`src/rtl/sar_result_averager_pkg.sv`:
```
// sar_pkg: shared types and defaults for the SAR result averager.
package sar_pkg;
    localparam int SAR_W = 8;
    localparam int DEF_LOG2_AVG = 2;
    localparam int DEF_CONV_CYCLES = 10;
    typedef enum logic [1:0] {IDLE, START, WAIT, CAPTURE} state_t;
endpackage

```
`src/rtl/sar_result_averager_if.sv`:
```
// sar_result_averager_if: valid/ready result channel toward the readout logic.
interface sar_result_averager_if;
    import sar_pkg::*;
    logic [SAR_W-1:0] res_data;
    logic             res_valid;
    logic             res_ready;
    modport master (output res_data, res_valid, input res_ready);
    modport slave  (input res_data, res_valid, output res_ready);
endinterface

```
`src/rtl/sar_window_accumulator.sv`:
```
// sar_window_accumulator: sums 2^LOG2_AVG samples and reports the truncated mean.
module sar_window_accumulator
    import sar_pkg::*;
#(
    parameter int LOG2_AVG = DEF_LOG2_AVG
) (
    input  logic             clk,
    input  logic             reset,
    input  logic             clear,
    input  logic             add,
    input  logic [SAR_W-1:0] sample,
    output logic             done,
    output logic [SAR_W-1:0] avg
);
    logic [SAR_W+LOG2_AVG-1:0] acc, sum;
    logic [LOG2_AVG:0]         cnt;
    assign sum  = acc + (SAR_W+LOG2_AVG)'(sample);
    assign done = add && cnt == (LOG2_AVG+1)'((1 << LOG2_AVG) - 1);
    assign avg  = SAR_W'(sum >> LOG2_AVG);
    always_ff @(posedge clk or posedge reset)
        if (reset) begin
            acc <= '0;
            cnt <= '0;
        end else if (clear || done) begin
            acc <= '0;
            cnt <= '0;
        end else if (add) begin
            acc <= sum;
            cnt <= cnt + 1'b1;
        end
endmodule

```
`src/rtl/sar_result_averager.sv`:
```
// sar_result_averager: restarts the SAR, captures and averages its results, publishes over valid/ready.
// Optional SAR_AVG_OVERRUN_CNT_EN adds a saturating 8-bit overrun event counter.
module sar_result_averager
    import sar_pkg::*;
#(
    parameter int LOG2_AVG    = DEF_LOG2_AVG,
    parameter int CONV_CYCLES = DEF_CONV_CYCLES
) (
    input  logic             clk,
    input  logic             reset,
    input  logic             enable,
    input  logic [SAR_W-1:0] data_in,
    output logic             sar_rst,
    output logic             overrun,
`ifdef SAR_AVG_OVERRUN_CNT_EN
    output logic [7:0]       overrun_cnt,
`endif
    sar_result_averager_if.master res
);
    state_t           state;
    logic [7:0]       wait_cnt;
    logic             done;
    logic [SAR_W-1:0] avg;
    logic             lost;
    sar_window_accumulator #(.LOG2_AVG(LOG2_AVG)) u_acc (
        .clk    (clk),
        .reset  (reset),
        .clear  (state == IDLE),
        .add    (state == CAPTURE),
        .sample (~data_in),
        .done   (done),
        .avg    (avg)
    );
    // a publish only loses data when the previous result is still pending and not leaving
    assign lost = done && res.res_valid && !res.res_ready;
    always_ff @(posedge clk or posedge reset)
        if (reset) begin
            state    <= IDLE;
            wait_cnt <= '0;
            sar_rst  <= 1'b1;
        end else
            case (state)
                IDLE: begin
                    state   <= enable ? START : IDLE;
                    sar_rst <= 1'b1;
                end
                START: begin
                    state    <= enable ? WAIT : IDLE;
                    wait_cnt <= 8'(CONV_CYCLES - 1);
                    sar_rst  <= !enable;
                end
                WAIT: begin
                    state    <= !enable ? IDLE : wait_cnt == 0 ? CAPTURE : WAIT;
                    wait_cnt <= wait_cnt - 1'b1;
                    sar_rst  <= !enable;
                end
                default: begin
                    state   <= enable ? START : IDLE;
                    sar_rst <= 1'b1;
                end
            endcase
    always_ff @(posedge clk or posedge reset)
        if (reset) begin
            res.res_data  <= '0;
            res.res_valid <= 1'b0;
            overrun       <= 1'b0;
        end else begin
            if (done) res.res_data <= avg;
            res.res_valid <= done || (res.res_valid && !res.res_ready);
            overrun       <= overrun || lost;
        end
`ifdef SAR_AVG_OVERRUN_CNT_EN
    always_ff @(posedge clk or posedge reset)
        if (reset) overrun_cnt <= '0;
        else if (lost && overrun_cnt != 8'hFF) overrun_cnt <= overrun_cnt + 1'b1;
`endif
endmodule

```
`src/flat_wrapper.sv`:
```
// flat-port wrapper written by rule: the top's interface ports become plain ports
module sar_result_averager_flat import sar_pkg::*;
#(
    parameter int LOG2_AVG    = DEF_LOG2_AVG,
    parameter int CONV_CYCLES = DEF_CONV_CYCLES
)
  (clk, reset, enable, data_in, sar_rst, overrun, res_res_data, res_res_valid, res_res_ready);
  sar_result_averager_if res_i ();
  input  logic clk;
  input  logic reset;
  input  logic enable;
  input  logic [SAR_W-1:0] data_in;
  output logic sar_rst;
  output logic overrun;
  output wire logic [$bits(res_i.res_data)-1:0] res_res_data;
  output wire logic [$bits(res_i.res_valid)-1:0] res_res_valid;
  input wire logic [$bits(res_i.res_ready)-1:0] res_res_ready;
  assign res_res_data = res_i.res_data;
  assign res_res_valid = res_i.res_valid;
  assign res_i.res_ready = res_res_ready;
  sar_result_averager #(.LOG2_AVG(LOG2_AVG), .CONV_CYCLES(CONV_CYCLES)) u_core (.clk(clk), .reset(reset), .enable(enable), .data_in(data_in), .sar_rst(sar_rst), .overrun(overrun), .res(res_i));
endmodule
```
`config.mk`:
```
export PLATFORM = sky130hd
export DESIGN_NAME = sar_result_averager_flat
export DESIGN_NICKNAME = d
export VERILOG_FILES = /design/src/rtl/sar_result_averager_pkg.sv /design/src/rtl/sar_result_averager_if.sv /design/src/rtl/sar_window_accumulator.sv /design/src/rtl/sar_result_averager.sv /design/src/flat_wrapper.sv
export SDC_FILE = /design/constraint.sdc
export NUM_CORES = 1
export LEC_CHECK = 0
export ABC_AREA = 0
export CAP_MARGIN = 20
export CORE_ASPECT_RATIO = 0.9
export CORE_MARGIN = 1
export CORE_UTILIZATION = 45
export DETAILED_ROUTE_END_ITERATION = 8
export PLACE_DENSITY = 0.66
export REMOVE_ABC_BUFFERS = 1
export SLEW_MARGIN = 20
export SYNTH_ARGS = -nofsm -noshare
export SYNTH_HDL_FRONTEND = slang
export SYNTH_SLANG_ARGS = --single-unit
```
`constraint.sdc`:
```
create_clock -name clk -period 2 [get_ports clk]
set_input_delay 0.4 -clock clk [delete_from_list [all_inputs] [get_ports clk]]
set_output_delay 0.4 -clock clk [all_outputs]
set_load 0.02 [all_outputs]
```
# Word-level counts from Yosys, hierarchy flattened
# Index checks and enable logic that the tools add are counted.
[word_totals] elab_cells=41 inputBits=12 reg_bits=34
[op_classes] eq_ne=4 muxes=11 reduce_logical=14 n_bitwise=1 add_sub_neg=3
[op_table] operator="$mux W10" count=2
[op_table] operator="$pmux W8 S2" count=1
[op_table] operator="$add A10 B8 Y10" count=1
[op_table] operator="$logic_not A8 Y1" count=1
[op_table] operator="$not A8 Y8" count=1
[op_table] operator="$sub A8 B1 Y8 const B" count=1
[op_table] operator="$mux W3" count=2
[op_table] operator="$eq A2 B2 Y1 const B" count=2
[op_table] operator="$logic_and A1 B1 Y1" count=4
[op_table] operator="$mux W2" count=2
[op_table] operator="$pmux W2 S2" count=1
[op_table] operator="$reduce_bool A2 Y1" count=2
[op_table] operator="$add A3 B1 Y3 const B" count=1
[op_table] operator="$eq A3 B2 Y1 const B" count=1
[op_table] operator="$logic_or A1 B1 Y1" count=3
[op_table] operator="$mux W1" count=3
[op_table] operator="$eq A2 B1 Y1 const B" count=1
[op_table] operator="$logic_not A1 Y1" count=2
[op_table] operator="$logic_not A2 Y1" count=1
[op_table] operator="$reduce_or A2 Y1" count=1

# Logic depth before layout (Yosys ltp)
# Gate-level depths: netlist (run 1).
[depth] ltp_word=5 ltp_mapped=8 mapped_depth_nobuf=8

# Modules after synthesis
# A second synthesis (run 1) with hierarchy kept.
[hier_totals] cells_unflattened=197 area_unflattened_um2=2008.2
[modules_own_cells] mod="sar_result_averager" area_each_um2=1012.2 cells_each=90 instances=1
[modules_own_cells] mod="sar_window_accumulator" area_each_um2=996.0 cells_each=107 instances=1

# Least setup slack after synthesis (run 1)
# Ideal clock, no wire load.
[synth_path] path_type="input -> register" from="in data_in[0]" to="reg u_core.res.res_data[6]" required_time_ns=1.904 setup_time_ns=0.096 t_arrival_ns=1.828 setup_slack_ns=0.076 path_stages=8 path_buffers=0 cell_sequence="inv_1 -> ha_1 -> inv_1 -> fa_1 -> nand2b_1 -> a211oi_1 -> nor3_1 -> o31ai_1"
[synth_between] elab_chain_cells=2
[synth_rtl] element="start, declared" line_no="flat_wrapper.sv:12" rtl="input logic [SAR_W-1:0] data_in;"
[synth_rtl] element="$not A8 Y8" line_no="sar_result_averager.sv:30" rtl=".sample (~data_in),"
[synth_rtl] element="$add A10 B8 Y10" line_no="sar_window_accumulator.sv:17" rtl="assign sum = acc + (SAR_W+LOG2_AVG)'(sample);"
[synth_rtl] element="end signal, assigned" line_no="sar_result_averager.sv:68" rtl="if (done) res.res_data <= avg;"
[synth_rtl] element="end, declared" line_no="sar_result_averager_if.sv:7" rtl="modport master (output res_data, res_valid, input res_ready);"
# Every way passes these cells.
# A chain may end at the register's enable or synchronous reset.

# Final worst setup path (run 1)
[layout_path] from="in data_in[5]" to="reg u_core.u_acc.acc[9]"
[layout_between] elab_chain_cells=4
[layout_rtl] element="$not A8 Y8" line_no="sar_result_averager.sv:30"
[layout_rtl] element="$add A10 B8 Y10" line_no="sar_window_accumulator.sv:17"
[layout_rtl] element="$mux W10" line_no="sar_window_accumulator.sv:27" rtl="end else if (add) begin"
[layout_rtl] element="$mux W10" line_no="sar_window_accumulator.sv:24" rtl="end else if (clear || done) begin"
[layout_rtl] element="end signal, assigned" line_no="sar_window_accumulator.sv:28" rtl="acc <= sum;"
[layout_rtl] element="end, declared" line_no="sar_window_accumulator.sv:15" rtl="logic [SAR_W+LOG2_AVG-1:0] acc, sum;"
# Every way passes these cells. The select of a mux whose other input is x is not followed.

==> summary.txt, run 1 <==
Run status
  – Run status: complete, no violations

STA
  – Final TNS setup: 0 ns
  – Worst hold slack: between 0.4 and 0.5 ns
  – Final Cycle Share: between 90% and 100%
  – Endpoints failing setup: 0
  – Rel. slew slack: between 70% and 80%
  – Fin. max-slew vios: 0
  – Worst-margin pin slew: 0.433 ns
  – Clock Skew: about 0.0035 ns
  – Setup ws final: 0.0540 ns
  – Post-layout min period: about 1.9 ns
  – Hold Fails Final Rpt: 0
  – Fmax: a little over 500 MHz

Critical path
  – Crit path DAT: 2.15 ns
  – Required time of the critical path: around 2.2 ns
  – CP Cell Sequence: clkdlybuf4s50_1 > inv_1 > ha_4 > nand4_1 > buf_4 > nor3_2 > or4b_1 > a31oi_1
  – Largest fanout on the critical path: 4
  – Crit start category: input port
  – Largest stage delay, worst path: ~0.5 ns
  – Critical Path End Type: register
  – Crit-path slowest cell: or4b_1
  – CP Class: in -> reg

Placed design
  – RePlAce Congestion: 0.889
  – Placed Cells: between 300 and 400
  – Port Buffers: 22
  – DP HPWL: between 3000 and 4000 µm
  – Worst slack at placement: -0.461 ns

Drt
  – Post-DR vias/cell: 5.39
  – Max Used Layer: met4
  – Metal-1 WL: about 2200 µm
  – Met2 WL: 1910 µm
  – DR WL met3: around 170 µm
  – Initial DRT Pass Iterations: 4
  – Via count: 1698
  – # DRC: 0
  – Detail Route Antenna Nets: 0
  – Drt initial violations: between 70 and 80
  – DRT Wirelength: between 4000 and 5000 µm
  – Mean routed wirelength per cell: between 10 and 15 µm

Clock tree
  – CTS Buffer Depth: 2
  – Clock sinks: 34
  – Worst-Skew Late Latency: approximately 0.28 ns
  – CTS tree: built
  – Clock root buffer: clkbuf_8
  – H-tree depth: 2
  – Post-CTS Hold Fix Bufs: 0
  – Clock-pin slew on the worst setup and hold paths: roughly 0.070 ns
  – CTS Buf Count: 5

Logic synthesis
  – Primary FF master, synth: dfrtp_1
  – Cell variety after synth: 39
  – Synthesized cell area: between 1500 and 2000 µm²
  – Asr flop ratio synth: 100%
  – Area leader, netlist: dfrtp_1
  – EDFF count, synth: 0
  – #FFs+latches synth: 34
  – Synthesized instance count: approximately 210
  – Synth top area share: between 40% and 50%
  – Warnings, synthesis: 0
  – Syn avg cell area: 9.18 µm²
  – Synth area leaders: dfrtp_1 (42%), ha_1 (9.6%), inv_1 (4.8%)
  – Seq/Total Area, Yosys: 43.6%

Power
  – Int Power: around 1.1 mW
  – Combinational share of power: between 15 and 20%
  – Switching share of power: a little over a quarter
  – Clock power frac: between 30% and 40%
  – Lkg Pwr: around 1.2 nW
  – Seq pwr share: approximately half
  – Switching power total: 396 µW
  – Power Density: 555 nW/µm²
  – Max VDD drop: 0.458 mV

Floorplanning
  – Die ar.: 4610 µm²
  – Core Footprint: approximately 4100 µm²
  – Die X: 71.5 µm
  – Starting Density: 47.3%
  – Die Y: 64.5 µm
  – IO Pins: 23
  – FP Rows: 22

Final layout
  – Ant. Diodes: 0
  – Final nets: between 200 and 300
  – Layout area overhead: 37.7%
  – Share of cells above drive strength 1: 24.7%
  – Finished Layout Cells: between 300 and 400

Flow run
  – Max_cap viols: 0

GRT
  – Gr usage total: a little over a fifth
  – Vias in the first global route: between 1500 and 2000
  – Global route total overflow: 0
  – First-pass GRT wire length: 7450 µm
  – Largest net degree at the start of global routing: 35
  – Initial antenna violation count: 0

Hold path
  – Hold Path Class: reg -> reg
critical path: cells and delay by family:
| family | cells | cell delay [ns] |
|---|---|---|
| AO/OA/AOI/OAI | 1 | 0.18 |
| AND/OR/NAND/NOR | 3 | 0.67 |
| buffers and inverters | 3 | 0.64 |
| adder cells (fa/ha/maj) | 1 | 0.26 |
sequential cells by signal, indices dropped and copies added, names as in the netlist:
signal / count
u_core.u_acc.acc: 10
u_core.res.res_data: 8
u_core.wait_cnt: 8
u_core.u_acc.cnt: 3
u_core.state: 2
u_core.overrun: 1
u_core.res.res_valid: 1
u_core.sar_rst: 1
synth_stat cells (3+ instances only):
master     n
nor2_1    20
o22ai_1    3
o32ai_1    4
xor2_1     3
nand2_1   23
a21oi_1   14
o211ai_1   4
dfrtp_1   33
inv_1     25
ha_1      15
o31ai_1    5
o21a_1     5
nor3_1     4
nand2b_1   3
clkbuf_1   4
a21boi_0   4
o21ai_0   12
area by class of cell:
| cell class | instances | area, µm² |
|---|---|---|
| sequential | 34 | 852 |
| fill | 323 | 1440 |
| clock inverter | 1 | 5.00 |
| inverter | 25 | 93.8 |
| clock buffer | 7 | 86.3 |
| tap | 48 | 60.1 |
| timing repair buffer | 51 | 447 |
| multi-input combinational | 149 | 1150 |
power by group through the flow:
stage	Combinational (mW)	Sequential, mW	Clock, mW
floorplan	0.130	0.738	0
global placement	0.227	0.738	0
detailed placement	0.228	0.738	0
CTS	0.244	0.726	0.539
global route	0.280	0.729	0.565
finish	0.251	0.727	0.516
cell usage in the layout, fill, tap and decap left out, drive strengths merged, types with 5 or more instances in the layout:
cell,synthesis,layout
dfrtp,33,33
buf,1,29
inv,25,25
nand2,23,23
nor2,20,20
clkdlybuf4s50,0,17
ha,15,15
a21oi,14,14
o21ai,12,12
clkbuf,4,7
o21a,5,5
o31ai,5,5
worst paths after layout:
path                                                         start  depth (start not counted)  slack, ns                                  to
worst max-delay path                                    data_in[5]                          8       0.05     u_core.u_acc.acc[9]$_DFFE_PP0P_
worst min-delay path            u_core.res.res_data[3]$_DFFE_PP0P_                          2       0.48  u_core.res.res_data[3]$_DFFE_PP0P_
worst max register to register     u_core.u_acc.acc[0]$_DFFE_PP0P_                          8       0.10     u_core.u_acc.acc[6]$_DFFE_PP0P_
worst min register to register  u_core.res.res_data[3]$_DFFE_PP0P_                          2       0.48  u_core.res.res_data[3]$_DFFE_PP0P_
max in group asynchronous                                    reset                          3       1.15            u_core.sar_rst$_DFF_PP1_
min in group asynchronous                                    reset                          3       0.51      u_core.wait_cnt[4]$_DFFE_PP0N_
per-stage QoR:
stage	utilization, %	cell area (µm²)	power (mW)
global route	65.2	2690	1.57
finish	65.2	2690	1.49
detailed placement	58.7	2420	0.966
floorplan	-	1930	0.867
global placement	58.7	2420	0.965
CTS	63.2	2610	1.51
timing repair:
action	4_1_cts	5_1_grt
buffers inserted	0	2
setup endpoints to repair	8	11
pin swaps	10	17
gates resized for setup	16	18
hold endpoints to repair	0	0
cells by family (layout without fill, tap and decap cells):
logic type,count (synthesis),after routing,share of synthesized area (%)
compound gates,65,65,22.2
simple gates,64,64,15.9
flops,34,34,43.6
buf+inv,30,84,5.83
fa+ha+maj,16,16,10.6
xor+xnor,3,3,1.34
mux,1,1,0.512
per-layer routing:
layer,vias to the layer above,track usage [%]
met5,-,0
met4,0,5.15
met3,4,3.73
met2,38,31.4
met1,800,31.1
li1,856,-
Note: power is estimated with default switching activity, not from simulation.
==> run 2, diff against run 1 <==
--- a/config.mk
+++ b/config.mk
@@ -13,6 +13,7 @@
 export DETAILED_ROUTE_END_ITERATION = 8
 export PLACE_DENSITY = 0.66
 export REMOVE_ABC_BUFFERS = 1
+export SETUP_SLACK_MARGIN = 0.3
 export SLEW_MARGIN = 20
 export SYNTH_ARGS = -nofsm -noshare
 export SYNTH_HDL_FRONTEND = slang
==> summary.txt, run 2 (synthesized netlist as in run 1, its figures left out) <==
Floorplanning
  – Die ar.: 4610 µm² (unchanged)
  – IO Pins: 23 (unchanged)
  – Die X: 71.5 µm (unchanged)
  – Starting Density: 47.3% (unchanged)
  – FP Rows: 22 (unchanged)
  – Core Footprint: 4130 µm² (unchanged)
  – Die Y: 64.5 µm (unchanged)

Critical path
  – Crit start category: register
  – Required time of the critical path: 2.21 ns (about the same)
  – Instance count on the critical path: 9 (+1)
  – CP Class: reg -> reg
  – Crit-path slowest cell: or4b_1
  – Largest fanout on the critical path: 4 (unchanged)
  – R2R cell count: 9 (+1)
  – Buf+Inv Stages, Crit Path: 3 (unchanged)
  – Crit path DAT: 2.15 ns (about the same)
  – CP Cell Sequence: ha_2 > inv_2 > fa_2 > nand2b_4 > buf_6 > a211oi_2 > buf_4 > or4b_1 > a31oi_1
  – Critical Path End Type: register
  – Critical path's top delay family: simple AND/OR/NAND/NOR gates
  – Largest stage delay, worst path: 0.49 ns (about the same)

STA
  – Endpoints failing setup: 0 (unchanged)
  – Final Cycle Share: 97.3% (about the same)
  – Worst hold slack: 0.483 ns (+0.00321 ns)
  – Worst-margin pin slew: 0.427 ns (-0.00576 ns)
  – Hold Fails Final Rpt: 0 (unchanged)
  – Fin. max-slew vios: 0 (unchanged)
  – Setup ws final: 0.0542 ns (+0.000208 ns)
  – Clock Skew: 0.00475 ns (+0.00129 ns)
  – Setup repair after global routing missed its margin: true
  – Final TNS setup: 0 ns (unchanged)
  – Post-layout min period: 1.95 ns (-0.000208 ns)
  – Fmax: 514 MHz (about the same)
  – Rel. slew slack: 71.5% (+0.38 points)

Final layout
  – Most frequent cells in the layout: dfrtp_1 (33), buf_4 (29), nand2_1 (23)
  – Commonest non-fill, non-tap cell in the layout: dfrtp_1
  – Ant. Diodes: 0 (unchanged)
  – Share of cells above drive strength 1: 30.1% (+5.4 points)
  – Fill cells: 310 (-4.0%)
  – Layout area overhead: 44.5%
  – Register area: 852 µm² (unchanged)
  – Largest regs: u_core.u_acc.acc x10, u_core.res.res_data x8, u_core.wait_cnt x8
  – Fin util: 68.4% (+3.2 points)
  – Reg with most FFs: u_core.u_acc.acc
  – Area of the multi-input gates: 1240 µm² (+8.3%)
  – Finished Layout Cells: 320 (+1.6%)
  – Max FFs per register: 10 (unchanged)
  – Design Area, Final: 2820 µm² (+4.9%)
  – Final nets: 299 (+1.7%)

Power
  – Overall Power: 1.52 mW (+1.5%)
  – Max VDD drop: 0.459 mV (+0.12%)
  – Power Density: 537 nW/µm² (-3.2%)
  – Lkg Pwr: 1.20 nW (+1.5%)

Drt
  – # DRC: 0 (unchanged)
  – Via count: 1747 (+2.9%)
  – Detail Route Antenna Nets: 0 (unchanged)
  – DRT Wirelength: 4540 µm (+4.4%)
  – Mean routed wirelength per cell: 14.2 µm (+2.8%)
  – Post-DR vias/cell: 5.46 (+1.3%)
  – Drt initial violations: 72 (-1.4%)
  – Initial DRT Pass Iterations: 4 (unchanged)

GRT
  – Global route total overflow: 0 (unchanged)
  – First-pass GRT wire length: 7760 µm (+4.2%)
  – Largest net degree at the start of global routing: 35 (unchanged)
  – Initial antenna violation count: 0 (unchanged)
  – Gr usage total: 21.7% (+0.82 points)
  – Vias in the first global route: 1649 (+3.6%)

Clock tree
  – Worst-Skew Late Latency: 0.29 ns (about the same)
  – Clock-pin slew on the worst setup and hold paths: 0.07 ns (about the same)
  – CTS tree: built
  – CTS Buf Count: 5 (unchanged)
  – Clock sinks: 34 (unchanged)
  – CTS Buffer Depth: 2 (unchanged)
  – H-tree depth: 2 (unchanged)
  – Clock root buffer: clkbuf_8
  – Post-CTS Hold Fix Bufs: 0 (unchanged)

Placed design
  – Worst slack at placement: -0.461 ns (unchanged)
  – Port Buffers: 22 (unchanged)
  – DP HPWL: 3090 µm (unchanged)
  – RePlAce Congestion: 0.889 (unchanged)
  – Placed Cells: 306 (unchanged)
  – Cell Area, Placed: 2420 µm² (unchanged)

Hold path
  – Hold Path Class: reg -> reg
  – WHS Path Cells: 2 (unchanged)

Run status
  – Run status: complete, no violations

Flow run
  – Max_cap viols: 0 (unchanged)
-- run 2: changes by cell type in the layout (fill, tap and decap cells not counted), sizes merged --
cell / change
dlygate4sd2: +7
buf: +5
clkdlybuf4s50: -4
dlymetal6s2s: -4
clkdlybuf4s15: +1
-- run 2: cell type report --
| class | instances | share of cell area, % |
|---|---|---|
| sequential | 34 | 30.2 |
| clock inverter | 1 | 0.177 |
| multi-input combinational | 149 | 44.0 |
| timing repair buffer | 56 | 17.1 |
| clock buffer | 7 | 3.06 |
| inverter | 25 | 3.32 |
| tap | 48 | 2.13 |
-- run 2: worst reg2reg max path: cells and delay by family (launching register included) --
family	cells	cell delay [ns]
AOI/OAI and AO/OA	2	0.17
adders and majority gates	2	0.38
buffers and inverters	3	0.29
DFF	1	0.38
and+or+nand+nor	2	0.62
-- run 2: repair_timing --
action / CTS / global route
pin swaps: 24 / 16
resized for setup: 43 / 19
buffers inserted: 4 / 2
endpoints found under the setup margin: 17 / 16
-- run 2: worst paths after layout --
kind / start / end / slack [ns]
max in group asynchronous: reset / u_core.sar_rst$_DFF_PP1_ / 1.16
worst max register to register: u_core.u_acc.acc[0]$_DFFE_PP0P_ / u_core.u_acc.acc[8]$_DFFE_PP0P_ / 0.05
worst min register to register: u_core.res.res_data[2]$_DFFE_PP0P_ / u_core.res.res_data[2]$_DFFE_PP0P_ / 0.48
worst min-delay path: u_core.res.res_data[2]$_DFFE_PP0P_ / u_core.res.res_data[2]$_DFFE_PP0P_ / 0.48
worst max-delay path: u_core.u_acc.acc[0]$_DFFE_PP0P_ / u_core.u_acc.acc[8]$_DFFE_PP0P_ / 0.05
min in group asynchronous: reset / u_core.wait_cnt[4]$_DFFE_PP0N_ / 0.51
-- run 2: power by group --
part	switching [mW]	total, mW	internal, mW	leakage [nW]
logic	0.145	0.264	0.119	0.737
clock network	0.246	0.524	0.278	0.0482
registers	0.0196	0.728	0.708	0.419
-- run 2: layer usage --
metal / routed length (µm) / vias to the layer above / GRT usage (%) / part of all wire (%)
met1: 2310 / 840 / 31.7 / 51
li1: - / 873 / - / -
met4: 12 / 0 / 5.88 / 0.26
met3: 174 / 2 / 3.73 / 3.8
met2: 2040 / 32 / 33.2 / 45
met5: 0 / - / 0 / 0
==> run 3, diff against run 2 <==
--- a/config.mk
+++ b/config.mk
@@ -7,11 +7,13 @@
 export LEC_CHECK = 0
 export ABC_AREA = 0
 export CAP_MARGIN = 20
+export CELL_PAD_IN_SITES_DETAIL_PLACEMENT = 1
+export CELL_PAD_IN_SITES_GLOBAL_PLACEMENT = 1
 export CORE_ASPECT_RATIO = 0.9
 export CORE_MARGIN = 1
-export CORE_UTILIZATION = 45
+export CORE_UTILIZATION = 42
 export DETAILED_ROUTE_END_ITERATION = 8
-export PLACE_DENSITY = 0.66
+export PLACE_DENSITY = 0.8
 export REMOVE_ABC_BUFFERS = 1
 export SETUP_SLACK_MARGIN = 0.3
 export SLEW_MARGIN = 20
==> summary.txt, run 3 (synthesized netlist as in run 1, its figures left out) <==
Run status
  – Run status: complete, no violations

Power
  – Max VDD drop: 0.611 mV (+33%)
  – Lkg Pwr: 1.32 nW (+9.5%)
  – Power Density: 607 nW/µm² (+13%)

Critical path
  – Required time of the critical path: 2.20 ns (about the same)
  – Crit start category: register
  – Largest stage delay, worst path: 0.35 ns (-0.14 ns)
  – Critical Path End Type: register
  – CP Class: reg -> reg
  – Worst r2r src: u_core.u_acc.acc[0]$_DFFE_PP0P_
  – Crit-path slowest cell: dfrtp_1
  – Crit path DAT: 2.15 ns (about the same)
  – Largest fanout on the critical path: 3 (-1)
  – CP Cell Sequence: ha_2 > inv_2 > fa_2 > nand2b_4 > a211oi_2 > buf_4 > nor3_1 > o31ai_1
  – Critical Path Start: u_core.u_acc.acc[0]$_DFFE_PP0P_

Final layout
  – Share of cells above drive strength 1: 36.5% (+6.4 points)
  – Final nets: 309 (+3.3%)
  – Layout area overhead: 54.2%
  – Ant. Diodes: 0 (unchanged)
  – Commonest non-fill, non-tap cell in the layout: buf_4
  – Largest regs: u_core.u_acc.acc x10, u_core.res.res_data x8, u_core.wait_cnt x8
  – Fin util: 67.6% (-0.82 points)
  – Most frequent cells in the layout: buf_4 (39), dfrtp_1 (33), nand2_1 (23)
  – Max FFs per register: 10 (unchanged)
  – Fill cells: 481 (+55%)
  – Reg with most FFs: u_core.u_acc.acc

Clock tree
  – Clock sinks: 34 (unchanged)
  – Post-CTS Hold Fix Bufs: 0 (unchanged)
  – CTS Buf Count: 5 (unchanged)
  – CTS Buffer Depth: 2 (unchanged)
  – CTS tree: built
  – Clock-pin slew on the worst setup and hold paths: 0.08 ns (about the same)
  – H-tree depth: 2 (unchanged)
  – Worst-Skew Late Latency: 0.29 ns (about the same)
  – Clock root buffer: clkbuf_8

Placed design
  – DP HPWL: 3920 µm (+27%)
  – RePlAce Congestion: 0.736 (-17%)
  – Port Buffers: 22 (unchanged)

Drt
  – Post-DR vias/cell: 5.90 (+8.1%)
  – Via count: 2031 (+16%)
  – DRT Wirelength: 7760 µm (+71%)
  – Detail Route Antenna Nets: 0 (unchanged)
  – Initial DRT Pass Iterations: 4 (unchanged)
  – Drt initial violations: 109 (+51%)
  – Mean routed wirelength per cell: 22.5 µm (+59%)
  – # DRC: 0 (unchanged)

STA
  – Clock Skew: 0.0162 ns (+0.0114 ns)
  – Hold Fails Final Rpt: 0 (unchanged)
  – Fin. max-slew vios: 0 (unchanged)
  – Fmax: 512 MHz (-0.29%)
  – Final Cycle Share: 97.6% (+0.29 points)
  – Endpoints failing setup: 0 (unchanged)
  – Setup repair after global routing missed its margin: true
  – Worst-margin pin slew: 0.445 ns (+0.0178 ns)
  – Final TNS setup: 0 ns (unchanged)
  – Post-layout min period: 1.95 ns (+0.00572 ns)
  – Rel. slew slack: 70.3% (-1.2 points)

Hold path
  – Hold Path Class: reg -> reg
  – Startpoint of the worst hold path: u_core.overrun$_DFF_PP0_

Flow run
  – Max_cap viols: 0 (unchanged)

Floorplanning
  – IO Pins: 23 (unchanged)
  – FP Rows: 23 (+4.5%)
  – Die Y: 66.7 µm (+3.4%)
  – Starting Density: 43.8% (-3.5 points)
  – Die X: 73.9 µm (+3.4%)
  – Core Footprint: 4460 µm² (+8.0%)
  – Die ar.: 4930 µm² (+6.9%)

GRT
  – First-pass GRT wire length: 11100 µm (+43%)
  – Initial antenna violation count: 0 (unchanged)
  – Global route total overflow: 0 (unchanged)
  – Largest net degree at the start of global routing: 35 (unchanged)
  – Vias in the first global route: 2209 (+34%)
  – Gr usage total: 31.4% (+9.8 points)
[run 3: changes by cell type in the layout (fill, tap and decap cells not counted), sizes merged]
cell,before,now
dlymetal6s2s,0,5
clkdlybuf4s50,13,8
clkbuf,7,6
clkinv,1,0
bufinv,0,2
buf,34,44
[run 3: final timing paths]
path / end / slack, ns / cells past startpoint
setup / recovery: u_core.res.res_data[6]$_DFFE_PP0P_ / 0.05 / 8
hold / removal: u_core.overrun$_DFF_PP0_ / 0.50 / 1
setup reg to reg: u_core.res.res_data[6]$_DFFE_PP0P_ / 0.05 / 8
hold reg to reg: u_core.overrun$_DFF_PP0_ / 0.50 / 1
max in group asynchronous: u_core.sar_rst$_DFF_PP1_ / 1.13 / 3
min in group asynchronous: u_core.u_acc.acc[5]$_DFFE_PP0P_ / 0.52 / 3
[run 3: where the power goes]
group | internal (mW) | switching, mW
Sequential | 0.708 | 0.0206
Clock | 0.532 | 0.262
Combinational | 0.127 | 0.179
Total | 1.37 | 0.462
[run 3: critical path: cells and delay by family (launching register included)]
kind	cells	cell delay, ns
compound gates	2	0.55
fa+ha+maj	2	0.53
buf+inv	2	0.23
flops	1	0.35
simple gates	2	0.21
[run 3: layout make-up]
| cell class | instances | area [µm²] | share of cell area (%) |
|---|---|---|---|
| Clock buffer | 6 | 82.6 | 2.74 |
| Clock inverter | 2 | 60.1 | 1.99 |
| Inverter | 25 | 93.8 | 3.11 |
| Multi-Input combinational cell | 149 | 1280 | 42.3 |
| Sequential cell | 34 | 852 | 28.3 |
| Tap cell | 62 | 77.6 | 2.57 |
| Timing Repair Buffer | 66 | 572 | 19.0 |
[run 3: per-layer routing]
layer  part of all wire, %  global-route usage (%)  vias up
li1                      -                       -      885
met1                    38                    34.3     1017
met2                    53                    56.4       85
met3                   3.5                    6.35       44
met4                   5.5                    17.3        0
met5                     0                       0        -
[run 3: what timing repair did]
item | CTS | global route
buffers inserted | 9 | 4
pin swaps | 32 | 21
resized for setup | 55 | 23
gates cloned | 0 | 0
endpoints found under the setup margin | 18 | 26
[run 3: stage by stage]
stage / area, µm² / total power [mW] / instances / hold WS (ns) / worst slack [ns]
after floorplan: 1930 / 0.867 / 208 / 0.460 / 0.0756
after global placement: 2460 / 0.969 / 323 / 0.462 / -0.461
after detailed placement: 2460 / 0.978 / 323 / 0.475 / -0.575
after CTS: 2880 / 1.80 / 340 / 0.497 / -0.0173
after global routing: 3010 / 1.89 / 344 / 0.531 / 0.00144
final: 3010 / 1.83 / 344 / 0.495 / 0.0485
